===== src/rtl/column_round_ctrl_if.sv =====
// Bus bundle for column_round_ctrl: job request, Column-stage loop and result handshake.
// The master modport is the environment side; the slave modport is the controller.
interface column_round_ctrl_if #(
    parameter int MAX_ROUNDS = 8
);
    localparam int RW = $clog2(MAX_ROUNDS);

    logic                      start;
    logic [127:0]              data_in;
    logic [2*MAX_ROUNDS-1:0]   key;
    logic [RW-1:0]             rounds;
    logic [127:0]              col_in;
    logic [127:0]              col_out;
    logic                      sel_s3;
    logic                      sel_s4;
    logic                      busy;
    logic                      out_valid;
    logic                      out_ready;
    logic [127:0]              data_out;
    logic [RW-1:0]             round_idx;

    modport slave (
        input  start, data_in, key, rounds, col_out, out_ready,
        output col_in, sel_s3, sel_s4, busy, out_valid, data_out, round_idx
    );

    modport master (
        output start, data_in, key, rounds, col_out, out_ready,
        input  col_in, sel_s3, sel_s4, busy, out_valid, data_out, round_idx
    );
endinterface


===== src/rtl/column_round_ctrl.sv =====
// Round controller that iterates a 128-bit block through an external Column stage.
// Optional feature: define COLCTRL_ABORT_EN to add an abort input.
module column_round_ctrl #(
    parameter int MAX_ROUNDS = 8
) (
    input  logic                clk,
    input  logic                rst,
`ifdef COLCTRL_ABORT_EN
    input  logic                abort,
`endif
    column_round_ctrl_if.slave  bus
);
    localparam int RW = $clog2(MAX_ROUNDS);

    typedef enum logic [1:0] {
        IDLE = 2'd0,
        LOAD = 2'd1,
        RUN  = 2'd2,
        HOLD = 2'd3
    } state_e;

    state_e                  fsm_q,    fsm_d;
    logic [127:0]            blk_q,    blk_d;
    logic [2*MAX_ROUNDS-1:0] key_q,    key_d;
    logic [RW-1:0]           rounds_q, rounds_d;
    logic [RW-1:0]           ridx_q,   ridx_d;
    logic                    abort_s;
    logic [2*MAX_ROUNDS-1:0] key_sh_s;

`ifdef COLCTRL_ABORT_EN
    assign abort_s = abort;
`else
    assign abort_s = 1'b0;
`endif

    // Select pair of the current round sits in the two low bits after the shift.
    assign key_sh_s = key_q >> {ridx_q, 1'b0};

    // State register and job context; everything clears on reset.
    always_ff @(posedge clk) begin
        if (rst) begin
            fsm_q    <= IDLE;
            blk_q    <= 128'h0;
            key_q    <= '0;
            rounds_q <= '0;
            ridx_q   <= '0;
        end else begin
            fsm_q    <= fsm_d;
            blk_q    <= blk_d;
            key_q    <= key_d;
            rounds_q <= rounds_d;
            ridx_q   <= ridx_d;
        end
    end

    // Next-state and datapath update.
    always_comb begin
        fsm_d    = fsm_q;
        blk_d    = blk_q;
        key_d    = key_q;
        rounds_d = rounds_q;
        ridx_d   = ridx_q;
        case (fsm_q)
            IDLE: begin
                if (bus.start) begin
                    blk_d    = bus.data_in;
                    key_d    = bus.key;
                    rounds_d = bus.rounds;
                    ridx_d   = '0;
                    fsm_d    = LOAD;
                end else begin
                    fsm_d = IDLE;
                end
            end
            LOAD: begin
                if (abort_s) begin
                    fsm_d = IDLE;
                end else begin
                    fsm_d = RUN;
                end
            end
            RUN: begin
                if (abort_s) begin
                    fsm_d = IDLE;
                end else begin
                    blk_d = bus.col_out;
                    // Index parks on the last round so it never wraps mid-job.
                    if (ridx_q == rounds_q) begin
                        fsm_d = HOLD;
                    end else begin
                        ridx_d = ridx_q + RW'(1);
                        fsm_d  = RUN;
                    end
                end
            end
            HOLD: begin
                if (abort_s || bus.out_ready) begin
                    fsm_d = IDLE;
                end else begin
                    fsm_d = HOLD;
                end
            end
            default: begin
                fsm_d = IDLE;
            end
        endcase
    end

    // Output decode, all taken from registered state.
    always_comb begin
        bus.col_in    = blk_q;
        bus.data_out  = blk_q;
        bus.round_idx = ridx_q;
        bus.busy      = (fsm_q != IDLE);
        bus.out_valid = (fsm_q == HOLD);
        if (fsm_q == RUN) begin
            bus.sel_s3 = key_sh_s[1];
            bus.sel_s4 = key_sh_s[0];
        end else begin
            bus.sel_s3 = 1'b0;
            bus.sel_s4 = 1'b0;
        end
    end
endmodule


===== src/flat_wrapper.sv =====
// flat-port wrapper written by rule: the top's interface ports become plain ports
module column_round_ctrl_flat 
#(
    parameter int MAX_ROUNDS = 8
)
  (clk, rst, bus_start, bus_data_in, bus_key, bus_rounds, bus_col_out, bus_out_ready, bus_col_in, bus_sel_s3, bus_sel_s4, bus_busy, bus_out_valid, bus_data_out, bus_round_idx);
  column_round_ctrl_if #(.MAX_ROUNDS(MAX_ROUNDS)) bus_i ();
  input  logic clk;
  input  logic rst;
  input wire logic [$bits(bus_i.start)-1:0] bus_start;
  input wire logic [$bits(bus_i.data_in)-1:0] bus_data_in;
  input wire logic [$bits(bus_i.key)-1:0] bus_key;
  input wire logic [$bits(bus_i.rounds)-1:0] bus_rounds;
  input wire logic [$bits(bus_i.col_out)-1:0] bus_col_out;
  input wire logic [$bits(bus_i.out_ready)-1:0] bus_out_ready;
  output wire logic [$bits(bus_i.col_in)-1:0] bus_col_in;
  output wire logic [$bits(bus_i.sel_s3)-1:0] bus_sel_s3;
  output wire logic [$bits(bus_i.sel_s4)-1:0] bus_sel_s4;
  output wire logic [$bits(bus_i.busy)-1:0] bus_busy;
  output wire logic [$bits(bus_i.out_valid)-1:0] bus_out_valid;
  output wire logic [$bits(bus_i.data_out)-1:0] bus_data_out;
  output wire logic [$bits(bus_i.round_idx)-1:0] bus_round_idx;
  assign bus_i.start = bus_start;
  assign bus_i.data_in = bus_data_in;
  assign bus_i.key = bus_key;
  assign bus_i.rounds = bus_rounds;
  assign bus_i.col_out = bus_col_out;
  assign bus_i.out_ready = bus_out_ready;
  assign bus_col_in = bus_i.col_in;
  assign bus_sel_s3 = bus_i.sel_s3;
  assign bus_sel_s4 = bus_i.sel_s4;
  assign bus_busy = bus_i.busy;
  assign bus_out_valid = bus_i.out_valid;
  assign bus_data_out = bus_i.data_out;
  assign bus_round_idx = bus_i.round_idx;
  column_round_ctrl #(.MAX_ROUNDS(MAX_ROUNDS)) u_core (.clk(clk), .rst(rst), .bus(bus_i));
endmodule

===== config.mk =====
export PLATFORM = sky130hd
export DESIGN_NAME = column_round_ctrl_flat
export DESIGN_NICKNAME = d
export VERILOG_FILES = /design/src/rtl/column_round_ctrl_if.sv /design/src/rtl/column_round_ctrl.sv /design/src/flat_wrapper.sv
export SDC_FILE = /design/constraint.sdc
export NUM_CORES = 1
export LEC_CHECK = 0
export CORE_AREA = 2 2 209 211
export DETAILED_ROUTE_END_ITERATION = 7
export DIE_AREA = 0 0 211 213
export SYNTH_ARGS = -nofsm -noshare
export SYNTH_HDL_FRONTEND = slang
export SYNTH_SLANG_ARGS = --single-unit

===== constraint.sdc =====
create_clock -name clk -period 3.3 [get_ports clk]
set_clock_uncertainty 0.1 [all_clocks]
set_input_delay 0.66 -clock clk [delete_from_list [all_inputs] [get_ports clk]]
set_output_delay 0.66 -clock clk [all_outputs]
set_load 0.05 [all_outputs]

==> impl_metrics.tcl <==
set metrics [dict create \
    firstDrtPassIters 5 \
    start_util_pct 19.44 \
    numCtsBuffers 17 \
    crit_family "multiplexers" \
    fmax_ghz 0.3187 \
    use_met2_pct 22.82 \
    cts_setup_buffers 0 \
    multi_input_area_sq_mm 0.003745 \
    timing.rr.end "u_core.bus.col_in[30]$_SDFFE_PP0P_" \
    place_congestion 0.7752 \
    hpwlAfterDp_um 22630 \
    synth_top_area_share_pct 36.65 \
    layout_commonest_cell "clkdlybuf4s50_1" \
    yosysSeqAreaShare_pct 36.65 \
    grt_antenna_before_repair 0 \
    ys.warnings.count 0 \
    busiest_layer "met2" \
    synth.area.top_cells "dfxtp_1, a311oi_2, nand2_1, buf_4, nor2_1" \
    run_status "completed" \
    cp.arrival_ns 2.38 \
    p_per_area_mw_per_mm2 582.9 \
    irDropWorstVdd_v 0.0003053 \
    fin_crit_sh_pct 95.08 \
    io_buffers 541 \
    maxSlewHeadroom_pct 38.74 \
    whs_ns 0.3565 \
    tightest_slew_ns 0.9189 \
    nets 1614 \
    clkSinkCount 152 \
    n_antenna_cell 0 \
    dpl_cell_area_sq_mm 0.01312 \
    finalSetupTns_ns 0 \
    worst-path-buf-inv 1 \
    first_iter_violations 429 \
    drt_wl_total_um 30930 \
    ctsLongestPathBuffers 2 \
    antenna_left 0 \
    critPathCaptureType "primary output" \
    drv_cap 0 \
    layout_min_cycle_time_ns 3.138 \
    cp_max_fo 9 \
    synth_cells 964 \
    met3_usage_pct 3.795 \
    grtUsageMet1_pct 15.18 \
    reg2reg_slack_ns 1.23 \
    hold_viol_final 0 \
    grt_overflow 0 \
    utilization_pct 32.24 \
    htreeDepth 4 \
    hold_depth 2 \
    core_sq_mm 0.04270 \
    setup_violations 0 \
    crit_slowest_cell "clkdlybuf4s50_1" \
    syn_area_sq_mm 0.008302 \
    area_growth_pct 65.80 \
    rr_startpoint "u_core.fsm_q[0]$_SDFF_PP0_" \
    synthDistinctLibCells 32 \
    grt_pass1_vias 7978 \
    dieArea_sq_mm 0.04494 \
    die_x_um 211 \
    via_per_inst 4.244 \
    hold_class "flop to flop" \
    syn-num-nets 1244 \
    clock-root-buffer "clkbuf_16" \
    p_leak_nw 4.809 \
    cts_tree "built" \
    grt_max_degree 144 \
    rsz0062_at_grt "no" \
    grt.total_usage_pct 12.94 \
    crit_required_ns 2.54 \
    clk_pin_slew_worst_paths_ns 0.07 \
    path_class "flop to primary output" \
    syn_avg_cell_area_sq_um 8.612 \
    wire_per_inst_um 16.34 \
    io_pins 542 \
    vias 8033 \
    design_area_sq_mm 0.01376 \
    nFillCells 4403 \
    reg2regPathDepth 4 \
    power_w 0.008023 \
    register_area_sq_mm 0.003044 \
    path_cells "mux4_2, mux2i_1, nor2_1, clkdlybuf4s50_1" \
    min-delay-start "u_core.key_q[11]$_SDFFE_PP0P_" \
    drive_above_1_share_pct 11.88 \
    placementRows 76 \
    drc_errors 0 \
    critPathMaxStageDelay_ns 0.70 \
    grt_first_pass_wirelength_um 45240 \
    dieHeight_um 213 \
    synth_seq_cells 152 \
    final_cell_mix "clkdlybuf4s50_1, nand2_1, dfxtp_1" \
    slew_violations 0 \
    startpoint_type "flop" \
    hold-path-endpoint "u_core.key_q[11]$_SDFFE_PP0P_" \
    clk_latency_ns 0.43 \
    post-synth-top-area-cell "dfxtp_1" \
]
[worst max path at each step]
stage	cells past startpoint	to	startpoint
after floorplan	4	bus_sel_s3	u_core.bus.round_idx[0]$_SDFFE_PP0P_
after global placement	4	bus_sel_s3	u_core.bus.round_idx[0]$_SDFFE_PP0P_
after detailed placement	4	bus_sel_s4	u_core.bus.round_idx[0]$_SDFFE_PP0P_
after CTS	4	bus_sel_s4	u_core.bus.round_idx[0]$_SDFFE_PP0P_
after global routing	4	bus_sel_s4	u_core.bus.round_idx[0]$_SDFFE_PP0P_
final	4	bus_sel_s4	u_core.bus.round_idx[0]$_SDFFE_PP0P_
[synth_stat cells, drive strengths merged]
| cell type | instances |
|---|---|
| nor3 | 1 |
| inv | 2 |
| a21oi | 21 |
| nand2 | 296 |
| and2 | 2 |
| o311ai | 1 |
| a311oi | 128 |
| o31ai | 2 |
| mux4 | 4 |
| a21o | 1 |
| ha | 1 |
| nand3b | 2 |
| xor2 | 3 |
| nor2 | 131 |
| a211oi | 1 |
| dfxtp | 152 |
| clkbuf | 22 |
| nand4b | 1 |
| nor2b | 1 |
| nand3 | 2 |
| mux2i | 2 |
| buf | 185 |
| nand2b | 2 |
| a31oi | 1 |
[per-layer routing]
layer  vias up  routed length (um)
li1       3896                   -
met1      3766               12850
met2       343               15430
met3        28                2177
met4         0                 469
met5         -                   0
[registers in the layout (all words and copies together) (netlist names)]
| name | count |
|---|---|
| u_core.fsm_q | 2 |
| u_core.rounds_q | 3 |
| u_core.bus.round_idx | 3 |
| u_core.bus.col_in | 128 |
| u_core.key_q | 16 |
[metrics by stage]
step                worst slack [ns]  cells
floorplan                     0.7182    964
global placement              0.4441   1861
detailed placement            0.4452   1861
CTS                          0.09754   1893
global route                 0.03845   1893
finish                        0.1624   1893
[layout make-up]
type | count | area share, %
Timing Repair Buffer | 558 | 41.01
Multi-Input combinational cell | 603 | 27.21
Sequential cell | 152 | 22.12
Tap cell | 546 | 4.963
Clock buffer | 17 | 3.091
Clock inverter | 15 | 1.563
Inverter | 2 | 0.05454
[tightest hold or removal path: cells and delay by family, from the launching register on]
kind | cells | cell delay, ns
flops | 1 | 0.31
compound gates | 1 | 0.05
simple gates | 1 | 0.05
[power breakdown]
part           internal (W)  leakage (nW)  switching [W]
clock network       0.00129         0.308       0.000901
logic               0.00129          3.25        0.00225
registers           0.00207          1.25       0.000233
[timing repair]
action / CTS / global route
endpoints found under the setup margin: 2 / 0
gates resized for setup: 1 / 0
hold buffers: 0 / 0
endpoints found under the hold margin: 0 / 0
[cell families after synthesis]
logic type               count (synthesis)  synth area share, %
buffers and inverters                  209                18.39
multiplexers                             6                1.326
flip-flops                             152                36.65
adder cells (fa/ha/maj)                  1               0.1507
AND/OR/NAND/NOR                        438                20.24
XOR/XNOR                                 3               0.3166
AO/OA/AOI/OAI                          155                22.92
No activity file was read; power rests on OpenSTA's default activity.
